`src/rtl/bank_access_arbiter.sv`:
```
// Two-requester round-robin arbiter in front of an 8-word storage bank.
// After reset the bank is cleared by a sweep, one word per cycle, with busy high.
// Each granted access takes three cycles: IDLE latches the winner,
// ACCESS touches the bank, and RESP pulses ack.
//
// Ports:
//   clk, rst        clock; asynchronous active-high reset
//   req[1:0]        per-requester access request
//   we[1:0]         per-requester write enable (1 = write, 0 = read)
//   addr0, addr1    requester word addresses
//   wdata0, wdata1  requester write data
//   ack[1:0]        one-cycle completion pulse to the winner
//   rdata           read data, valid while ack is high
//   wsel[7:0]       one-hot bank word select
//   busy            high while the post-reset clear sweep runs
module bank_access_arbiter #(
  parameter int unsigned DATA_W = 8
) (
  input  logic              clk,
  input  logic              rst,
  input  logic [1:0]        req,
  input  logic [1:0]        we,
  input  logic [2:0]        addr0,
  input  logic [2:0]        addr1,
  input  logic [DATA_W-1:0] wdata0,
  input  logic [DATA_W-1:0] wdata1,
  output logic [1:0]        ack,
  output logic [DATA_W-1:0] rdata,
  output logic [7:0]        wsel,
  output logic              busy
);

  typedef enum logic [1:0] {StInit, StIdle, StAccess, StResp} state_e;

  state_e            r_state;
  logic [2:0]        r_idx;
  logic              r_ptr;    // last winner
  logic              r_win;
  logic              r_we;
  logic [2:0]        r_addr;
  logic [DATA_W-1:0] r_wdata;
  logic [DATA_W-1:0] r_rdata;
  logic [DATA_W-1:0] r_bank [8];

  logic              w_win;
  logic [7:0]        w_wsel;
  logic [DATA_W-1:0] w_rd_word;
  logic              w_bank_we;
  logic [DATA_W-1:0] w_bank_wdata;

  // With both requests up, the requester that did not win last time gets the bank.
  always_comb begin
    w_win = 1'b0;
    case (req)
      2'b01:   w_win = 1'b0;
      2'b10:   w_win = 1'b1;
      2'b11:   w_win = ~r_ptr;
      default: w_win = 1'b0;
    endcase
  end

  // Word select is forced low during reset so no bank word is touched then.
  always_comb begin
    w_wsel = 8'h00;
    case (r_state)
      StInit:   w_wsel = 8'h01 << r_idx;
      StAccess: w_wsel = 8'h01 << r_addr;
      default:  w_wsel = 8'h00;
    endcase
    if (rst) begin
      w_wsel = 8'h00;
    end
  end

  always_comb begin
    w_rd_word = '0;
    for (int k = 0; k < 8; k++) begin
      w_rd_word = w_rd_word | (r_bank[k] & {DATA_W{w_wsel[k]}});
    end
  end

  assign w_bank_we    = (r_state == StInit) || ((r_state == StAccess) && r_we);
  assign w_bank_wdata = (r_state == StInit) ? '0 : r_wdata;

  // The bank is cleared by the sweep rather than by reset.
  always_ff @(posedge clk) begin
    for (int k = 0; k < 8; k++) begin
      if (w_bank_we && w_wsel[k]) begin
        r_bank[k] <= w_bank_wdata;
      end
    end
  end

  always_ff @(posedge clk or posedge rst) begin
    if (rst) begin
      r_state <= StInit;
      r_idx   <= 3'd0;
      r_ptr   <= 1'b1;
      r_win   <= 1'b0;
      r_we    <= 1'b0;
      r_addr  <= 3'd0;
      r_wdata <= '0;
      r_rdata <= '0;
    end else begin
      case (r_state)
        StInit: begin
          r_idx <= r_idx + 3'd1;
          if (r_idx == 3'd7) begin
            r_state <= StIdle;
          end
        end
        StIdle: begin
          if (req != 2'b00) begin
            r_win   <= w_win;
            r_addr  <= w_win ? addr1 : addr0;
            r_we    <= we[w_win];
            r_wdata <= w_win ? wdata1 : wdata0;
            r_state <= StAccess;
          end
        end
        StAccess: begin
          if (!r_we) begin
            r_rdata <= w_rd_word;
          end
          r_state <= StResp;
        end
        StResp: begin
          r_ptr   <= r_win;
          r_state <= StIdle;
        end
        default: r_state <= StInit;
      endcase
    end
  end

  assign ack   = (r_state == StResp) ? (r_win ? 2'b10 : 2'b01) : 2'b00;
  assign rdata = r_rdata;
  assign wsel  = w_wsel;
  assign busy  = (r_state == StInit);

endmodule
```
`config.mk`:
```
export PLATFORM = sky130hd
export DESIGN_NAME = bank_access_arbiter
export DESIGN_NICKNAME = d
export VERILOG_FILES = /design/src/rtl/bank_access_arbiter.sv
export SDC_FILE = /design/constraint.sdc
export NUM_CORES = 1
export LEC_CHECK = 0
export CORE_MARGIN = 3
export CORE_UTILIZATION = 50
export CTS_BUF_LIST = sky130_fd_sc_hd__clkbuf_4 sky130_fd_sc_hd__clkbuf_8 sky130_fd_sc_hd__clkbuf_16
export DETAILED_ROUTE_END_ITERATION = 8
export PLACE_DENSITY_LB_ADDON = 0.05
export SETUP_SLACK_MARGIN = 0.5
export SLEW_MARGIN = 20
export SYNTH_ARGS = -nofsm -noshare
export SYNTH_HDL_FRONTEND = slang
export SYNTH_SLANG_ARGS = --single-unit
```
`constraint.sdc`:
```
create_clock -name clk -period 2.8 [get_ports clk]
set_clock_uncertainty 0.1 [all_clocks]
set_input_delay 0.42 -clock clk [delete_from_list [all_inputs] [get_ports clk]]
set_output_delay 0.42 -clock clk [all_outputs]
set_load 0.05 [all_outputs]
```
==> results.md, run 1 <==
* CTS Sinks at 91
* DRT iter0 DRCs at ~240
* Area of the multi-input gates at between 1500 and 2000 um2
* CTS buffer count at 9
* Number of remaining DRC errors at 0
* Post-synth top area cell: edfxtp_1
* First-pass GRT wire length at around 14000 um
* Met2 Usage GRT at 0.336
* Outcome: finished clean
* Seq/Total Area, Yosys at 0.650
* Worst skew pair latency at between 0.3 and 0.4 ns
* Gr usage total at 0.217
* PD cells at between 1000 and 1500 nW/um2
* Synth top area cells: edfxtp_1, dfrtp_1, mux2i_1
* Maximum vdd drop at 0.501 mV
* DIE AREA at 9110 um2
* Core area at ~7500 um2
* Period utilization at 0.883
* Reg2reg end: r_bank[1][24]
* Post-synth EDFFs at 64
* Synthesized netlist cell count at 308
* Cts hold-fix bufs at 0
* Grt ovf at 0
* CTS tree: built
* Hold path startpoint: r_wdata[2]
* IO Port Bufs at 46
* Critical path capture point type: output port
* R2r setup slk at around 0.51 ns
* Data arrival time of the worst path at around 2 ns
* CP Launch Type: register
* Max-slew violations at 0
* Final Hold Fails at 0
* Hold Crit Depth at 2
* Overall Power at around 5.6 mW
* Share of post-route cells with drive strength above 1 at 0.300
* CP max FO at 5
* DR WL/cell at 18.9 um
* Pre-antenna DRT Iters at 5
* Nets at 430
* CP Data Required Time at ~2.3 ns
* Via density per instance at between 5 and 6
* Initial core utilization at 0.534
* Die width at 95.4 um
* Reg clk slew, reported paths at around 0.090 ns
* Vias at ~2800
* # rows at 31
* Pleak at 2.02 nW
* Root buf cell: clkbuf_8
* Kind of critical path: reg2out
* Slew margin rel. at 0.398
* # H-tree levels at 3
* Largest net degree at the start of global routing at 29
* Diode count at 0
* Top Ports at 47
* Cell area after synthesis at between 4000 and 5000 um2
* RSZ-0062 raised after global routing: yes
* Most frequent cell after synthesis: edfxtp_1
* #FFs+latches synth at 91
* Clock Path Buffers at 2
* Area share of the largest cell type after synthesis at 0.480
* Gp weighted congestion at ~0.81
* Post-DP HPWL at ~6200 um
* Filler cells at roughly 530
* Ys async rst share at 0.297
* Final Util at 0.717
* Vias in the first global route at around 2700
* Met1 usage at 0.304
* Post-route ant nets at 0
* Grt peak-use layer: met2
* Top_reg_cell synth: edfxtp_1
* Met3 usage at 0.0568
* Warnings, synthesis at 0
* Syn avg cell area at approximately 13 um2
* Chip height at about 95 um
* Min-Delay Endpoint: r_wdata[2]
* WL final at between 9000 and 10000 um
* Max Freq at 0.405 GHz
* Worst flop-to-flop path startpoint: r_state[1]
* Cell variety after synth at between 40 and 50
* Synth top cells by count: edfxtp_1, nand2_1, dfrtp_1, mux2i_1, o21ai_0
* Max-Cap Viols at 0
* Fin crit period at ~2.5 ns
* Final setup viols at 0
* Setup TNS Final at 0 ns
* Post-synth net total at 343
* R2r worst-path depth at 8
* Initial antenna violation count at 0
* Reg area at about 2600 um2
* HP Class: reg2reg
* Area delta synth->final at 34.1%
* Slew @ Worst Pin at 0.901 ns
-- worst max-delay path by stage --
| stage | startpoint | end | slack [ns] | depth (start not counted) |
|---|---|---|---|---|
| 2_1_floorplan | r_state[0] | wsel[1] | 0.40 | 6 |
| 3_3_place_gp | r_state[0] | wsel[5] | 0.26 | 7 |
| 3_5_place_dp | r_state[0] | wsel[5] | 0.16 | 7 |
| 4_1_cts | r_state[0] | wsel[5] | 0.30 | 7 |
| 5_1_grt | r_state[1] | wsel[6] | 0.24 | 7 |
| 6_report | r_state[1] | wsel[6] | 0.33 | 7 |
-- routing by layer --
layer,vias to the layer above,share of wire
met4,0,0.019
met2,125,0.47
met1,1349,0.43
met3,16,0.080
met5,-,0
li1,1328,-
-- worst max-delay path: stages, from the launching register on --
cell and delay [ns]:
dfrtp_1 0.44, ha_4 0.21, buf_6 0.13, buf_6 0.11, nor3b_4 0.29, nor2_4 0.12, nor2_4 0.13, buf_8 0.15
-- what timing repair did --
| action | 4_1_cts | 5_1_grt |
|---|---|---|
| pin swaps | 3 | 10 |
| setup buffers | 13 | 19 |
| gates resized for setup | 24 | 24 |
| setup endpoints to repair | 74 | 32 |
-- state kept, by name, indices dropped and copies added (netlist names) --
| signal | flops |
|---|---|
| r_ptr | 1 |
| r_wdata | 8 |
| r_addr | 3 |
| r_idx | 3 |
| r_state | 2 |
| r_bank | 64 |
| rdata | 8 |
| r_win | 1 |
| r_we | 1 |
-- where the power goes --
part,switching [mW],internal (mW)
logic,1.68,1.11
clock network,0.489,0.335
registers,0.179,1.83
-- final cells by class --
| cell class | count | area share |
|---|---|---|
| multi-input combinational | 199 | 0.290 |
| clock inverter | 7 | 0.0112 |
| inverter | 3 | 0.00210 |
| tap | 99 | 0.0231 |
| timing repair buffer | 91 | 0.167 |
| clock buffer | 9 | 0.0231 |
| sequential | 91 | 0.484 |
-- kinds of logic after synthesis --
family,synth area share
AND/OR/NAND/NOR,0.110
multiplexers,0.0788
flip-flops,0.650
adder cells (fa/ha/maj),0.0219
AO/OA/AOI/OAI,0.107
buffers and inverters,0.0297
XOR/XNOR,0.00219
-- stage by stage --
stage               hold slack, ns  instances  cell area (um2)  worst slack, ns
floorplan                    0.342        308             4120            0.404
global placement             0.359        451             4760            0.261
detailed placement           0.363        451             4760            0.162
CTS                          0.384        480             5120            0.297
global route                 0.413        499             5370            0.240
finish                       0.378        499             5370            0.328
-- placed cells by master, fill, tap and decap left out, types with 3 or more instances in the layout --
| cell type | count |
|---|---|
| a21oi_1 | 14 |
| clkinv_4 | 4 |
| o22ai_1 | 8 |
| nor2_1 | 11 |
| nor3_4 | 4 |
| a22o_1 | 3 |
| nand2_1 | 32 |
| nor2b_1 | 11 |
| a221oi_2 | 3 |
| nor3_1 | 6 |
| clkbuf_8 | 9 |
| dfrtp_1 | 26 |
| clkdlybuf4s50_1 | 35 |
| o21ai_0 | 22 |
| buf_12 | 8 |
| buf_4 | 41 |
| a211oi_1 | 3 |
| nor2_4 | 10 |
| mux2i_1 | 23 |
| nor3_2 | 6 |
| mux2_2 | 4 |
| ha_1 | 5 |
| edfxtp_1 | 64 |
| a31oi_1 | 3 |
Power figures use the tool's default switching activity.
==> run 2, diff against run 1 <==
- TNS_END_PERCENT: not set -> 5
- clock period: 2.8 -> 2.3 ns (I/O delays scaled with it)
==> run 2 against run 1 <==
The run now ends with setup timing left. Via count rose by 4.8%. Non-clock buffer count rose by 8. Sequential share of layout area shrank 1.9 points. Count of clock-buffer cells in the layout rose by 1. Cell area rose by 4.0%. First-iteration DRC count is 5.5% higher. Die area unchanged. Combinational power increased by 31%. Utilization increased by 2.9 points. Register-to-register slack got worse by 0.44 ns. Hold slack improved by 0.0047 ns. Critical path depth shrank 1. Largest cell class unchanged.
==> results.md, run 2 (same netlist as run 1, synthesis figures left out) <==
* Clock Path Buffers at 2
* Root buf cell: clkbuf_8
* CP max FO at 7
* Kind of critical path: reg2out
* DR WL/cell at 20.0 um
* WP buf/inv at 2
* Largest Register: r_bank
* Fin crit period at about 2.3 ns
* Maximum vdd drop at ~0.63 mV
* Critical-path cell list: ha_4 -> buf_4 -> nor3b_4 -> nor2_4 -> nor2_4 -> buf_8
* R2r setup slk at 0.07 ns
* Final setup viols at 1
* Failing checks: setup timing
* Filler cells at between 400 and 500
* Placed cell areas at around 4900 um2
* CP Data Required Time at between 1.5 and 2 ns
* # rows at 31
* CP startpoint: r_state[1]
* Number of remaining DRC errors at 0
* DRT iter0 DRCs at 250
* WL final at 10200 um
* Initial antenna violation count at 0
* CTS tree: built
* Setup TNS Final at -0.000167 ns
* Die width at roughly 95 um
* Area of the multi-input gates at 1640 um2
* Nets at between 400 and 500
* Vias at roughly 3000
* CP Launch Type: register
* Post-route cell area at approximately 5600 um2
* Cts hold-fix bufs at 0
* Gp weighted congestion at between 0.8 and 0.9
* Pre-antenna DRT Iters at 5
* RSZ-0062 raised after global routing: yes
* Outcome: finished with violations
* Period utilization at 1.00
* Max Freq at ~0.43 GHz
* Max-Cap Viols at 0
* PnR worst setup slack at -0.000167 ns
* Initial core utilization at 0.534
* Share of post-route cells with drive strength above 1 at 0.343
* Reg2reg end: rdata[3]
* R2r worst-path depth at 8
* HP Class: reg2reg
* Slew margin rel. at 0.621
* Pleak at about 2.2 nW
* Final Hold Fails at 0
* Critical path capture point type: output port
* Slew @ Worst Pin at between 0.5 and 0.6 ns
* Reg area at around 2600 um2
* Via density per instance at between 5 and 6
* Commonest non-fill, non-tap cell in the layout: edfxtp_1
* Crit-path leading delay family: simple AND/OR/NAND/NOR gates
* Max reg flops at 64
* Largest net degree at the start of global routing at 28
* Top Ports at 47
* Worst skew pair latency at 0.36 ns
* CTS Sinks at 91
* CTS buffer count at 9
* Max incr delay on CP at 0.44 ns
* Most numerous cell on the critical path: nor2_4
* First-pass GRT wire length at between 15000 and 20000 um
* Crit-path slowest cell: dfrtp_1
* Post-DP HPWL at 6590 um
* Data arrival time of the worst path at between 1.5 and 2 ns
* Post-route ant nets at 0
* DIE AREA at approximately 9100 um2
* Worst flop-to-flop path startpoint: r_state[1]
* Vias in the first global route at between 2000 and 3000
* Gr usage total at 0.239
* Core area at between 7000 and 8000 um2
* Final Util at 0.745
* # H-tree levels at 3
* Chip height at ~95 um
* Most frequent cells in the layout: edfxtp_1, buf_4, nand2_1
* Diode count at 0
* Setup crit end: wsel[5]
* Critical path depth at 6
* Area delta synth->final at 39.5%
* Reg clk slew, reported paths at about 0.090 ns
* PD cells at between 1000 and 1500 nW/um2
* IO Port Bufs at 46
* Hold Crit Depth at 2
* Max-slew violations at 0
* Grt ovf at 0
[run 2: changes by cell type in the layout (fill, tap and decap cells not counted), sizes merged, moves of 2 or more]
cell / delta
buf: +10
clkdlybuf4s50: -8
dlygate4sd2: +6
clkinv: -2
[run 2: report_power, final]
part           internal [mW]  switching [mW]  leakage, nW  total, mW
Sequential              2.23           0.224        0.905       2.45
Clock                  0.526           0.589        0.101       1.12
Combinational           1.46            2.16         1.16       3.63
Total                   4.22            2.98         2.17       7.19
[run 2: layout make-up]
class                      instances  area share
timing repair buffer              99       0.180
sequential                        91       0.466
clock inverter                     6      0.0130
clock buffer                      10      0.0235
inverter                           3     0.00269
multi-input combinational        199       0.293
tap                               99      0.0222
[run 2: worst min-delay path by stage]
stage / to / slack (ns) / from
2_1_floorplan: r_addr[0] / 0.16 / rst
6_report: r_wdata[5] / 0.38 / r_wdata[5]
3_3_place_gp: r_wdata[3] / 0.36 / r_wdata[3]
3_5_place_dp: r_wdata[4] / 0.36 / r_wdata[4]
4_1_cts: r_wdata[4] / 0.38 / r_wdata[4]
5_1_grt: r_wdata[6] / 0.41 / r_wdata[6]
[run 2: repair_timing]
item,in CTS,in global routing
setup buffers,23,5
resized for setup,35,22
gates cloned,1,0
setup endpoints to repair,91,83
pin swaps,17,18
[run 2: worst register-to-register path: stages (launching register included)]
cell and delay (ns):
dfrtp_1 0.44, ha_4 0.21, nand3b_1 0.18, a21o_1 0.23, buf_4 0.15, bufbuf_16 0.28
o22ai_1 0.34, a221oi_2 0.11, a21oi_1 0.14
[run 2: through the flow]
stage / instances / total power, mW / setup WS, ns / hold slack, ns
after global placement: 462 / 5.54 / 0.124 / 0.358
after CTS: 502 / 7.03 / -0.0274 / 0.385
after global routing: 507 / 7.57 / -0.0918 / 0.407
final: 507 / 7.19 / -0.000167 / 0.382
after detailed placement: 462 / 5.57 / 0.0400 / 0.365
after floorplan: 308 / 4.67 / 0.203 / 0.161
[run 2: routing by layer]
metal / vias to the layer above / track usage / wire, um / part of all wire
li1: 1345 / - / - / -
met1: 1428 / 0.333 / 4310 / 0.42
met2: 157 / 0.358 / 4590 / 0.45
met3: 24 / 0.0497 / 872 / 0.086
met4: 0 / 0.121 / 384 / 0.038
met5: - / 0 / 0 / 0
==> run 3, diff against run 2 <==
- PLACE_DENSITY: not set -> 0.7
- PLACE_DENSITY_LB_ADDON: 0.05 -> not set
==> run 3 against run 2 <==
Maximum frequency is 2.3% lower. Global-route usage is 1.0 points lower. Critical path type unchanged. The flow still finishes with violations (setup timing). Flip-flop and latch count stayed put. Critical endpoint unchanged.
==> results.md, run 3 (same netlist as run 1, synthesis figures left out) <==
* Outcome: finished with violations
* Failing checks: setup timing
* Max-slew violations at 0
* DR WL/cell at about 19 um
* IO Port Bufs at 46
* Overall Power at approximately 7.1 mW
* Crit-path leading delay family: flip-flops
* Share of power burned in combinational logic at 0.501
* PD cells at between 1000 and 1500 nW/um2
* Final Hold Fails at 0
* Crit-path slowest cell: dfrtp_2
* Vias in the first global route at ~2900
* DRT met1 WL at ~4000 um
* Net Sw Frac at 0.413
* CP Data Required Time at approximately 1.9 ns
* Largest Register: r_bank
* Final Util at 0.750
* Most frequent cells in the layout: edfxtp_1, buf_4, nand2_1
* Pleak at 2.15 nW
* Max incr delay on CP at 0.45 ns
* Gp weighted congestion at between 0.8 and 0.9
* Clock Path Buffers at 2
* Dpl ws at 0.00139 ns
* Chip height at 95.4 um
* Number of remaining DRC errors at 0
* Post-DP HPWL at just over 6000 um
* CTS tree: built
* Kind of critical path: reg2out
* # rows at 31
* Critical path capture point type: output port
* Grt ovf at 0
* Vias at 2834
* WL met3 at roughly 660 um
* Gr usage total at 0.229
* Post-route ant nets at 0
* Final setup viols at 3
* Root buf cell: clkbuf_8
* Commonest non-fill, non-tap cell in the layout: edfxtp_1
* DRT iter0 DRCs at approximately 210
* Setup TNS Final at -0.0994 ns
* RSZ-0062 raised after global routing: yes
* Sw power at 2.95 mW
* Sequential cell fraction of total power at 0.345
* # H-tree levels at 3
* CTS buffer count at 9
* CP Launch Type: register
* Diode count at 0
* Area delta synth->final at 40.4%
* Filler cells at roughly 470
* CP max FO at 6
* Nets at 436
* Via density per instance at ~5.6
* Top Metal Used: met4
* Power share of the clock group at 0.154
* Slew margin rel. at 0.597
* Maximum vdd drop at 0.569 mV
* Share of post-route cells with drive strength above 1 at 0.362
* Critical-path cell list: ha_4 -> nand3b_1 -> a21o_4 -> buf_12 -> nor2_4 -> buf_8
* Reg clk slew, reported paths at 0.09 ns
* WL final at 9550 um
* Die width at around 95 um
* HP Class: reg2reg
* Max reg flops at 64
* PnR worst setup slack at -0.0550 ns
* DIE AREA at 9110 um2
* Pre-antenna DRT Iters at 4
* First-pass GRT wire length at between 15000 and 20000 um
* Fin crit period at about 2.4 ns
* Initial core utilization at 0.534
* Initial antenna violation count at 0
* Top Ports at 47
* Largest net degree at the start of global routing at 28
* CTS Sinks at between 90 and 100
* Max Freq at 0.425 GHz
* Max-Cap Viols at 0
* Core area at approximately 7500 um2
* Data arrival time of the worst path at between 1.5 and 2 ns
* Period utilization at 1.02
* P_int at about 4.2 mW
* Met2 WL at around 4700 um
* WP buf/inv at 2
* Slew @ Worst Pin at between 0.6 and 0.7 ns
* Worst skew pair latency at 0.35 ns
-- run 3: per-layer routing --
metal / vias up / global-route usage
li1: 1339 / -
met1: 1370 / 0.307
met2: 111 / 0.370
met3: 14 / 0.0481
met4: 0 / 0.0841
met5: - / 0
-- run 3: power by group through the flow --
stage	Clock (mW)	Combinational [mW]	Sequential, mW
after floorplan	0	1.98	2.68
after global placement	0	2.84	2.47
after detailed placement	0	2.89	2.49
after CTS	1.12	3.39	2.45
after global routing	1.21	3.85	2.49
final	1.10	3.58	2.46
-- run 3: timing repair --
| item | in CTS | in global routing |
|---|---|---|
| hold buffers | 0 | 0 |
| setup buffers | 27 | 6 |
| pin swaps | 26 | 14 |
| gates resized for setup | 55 | 22 |
| setup endpoints to repair | 112 | 115 |
-- run 3: tightest hold or removal path: cells and delay by family, from the launching register on --
| family | cells | cell delay [ns] |
|---|---|---|
| DFF | 1 | 0.34 |
| AOI/OAI and AO/OA | 1 | 0.06 |
| and+or+nand+nor | 1 | 0.05 |
-- run 3: final cells by class --
type,instances,area (um2),area share
Clock inverter,6,73.8,0.0131
Clock buffer,10,131,0.0234
Inverter,3,15.0,0.00267
Tap cell,99,124,0.0221
Sequential cell,91,2600,0.463
Multi-Input combinational cell,199,1660,0.296
Timing Repair Buffer,97,1010,0.180
-- run 3: worst paths after layout --
path                            start          to  slack [ns]  cells past startpoint
min in group asynchronous         rst    r_idx[2]        0.51                      3
max in group asynchronous         rst       r_ptr        1.27                      3
setup reg to reg           r_state[0]    rdata[6]        0.04                     10
hold / removal             r_wdata[0]  r_wdata[0]        0.38                      2
hold reg to reg            r_wdata[0]  r_wdata[0]        0.38                      2
setup / recovery           r_state[1]     wsel[5]       -0.06                      6
-- run 3: per-stage QoR --
step	hold slack, ns	instances	area (um2)
2_1_floorplan	0.161	308	4290
3_3_place_gp	0.356	456	4910
3_5_place_dp	0.362	456	4910
4_1_cts	0.382	499	5490
5_1_grt	0.432	505	5620
6_report	0.377	505	5620
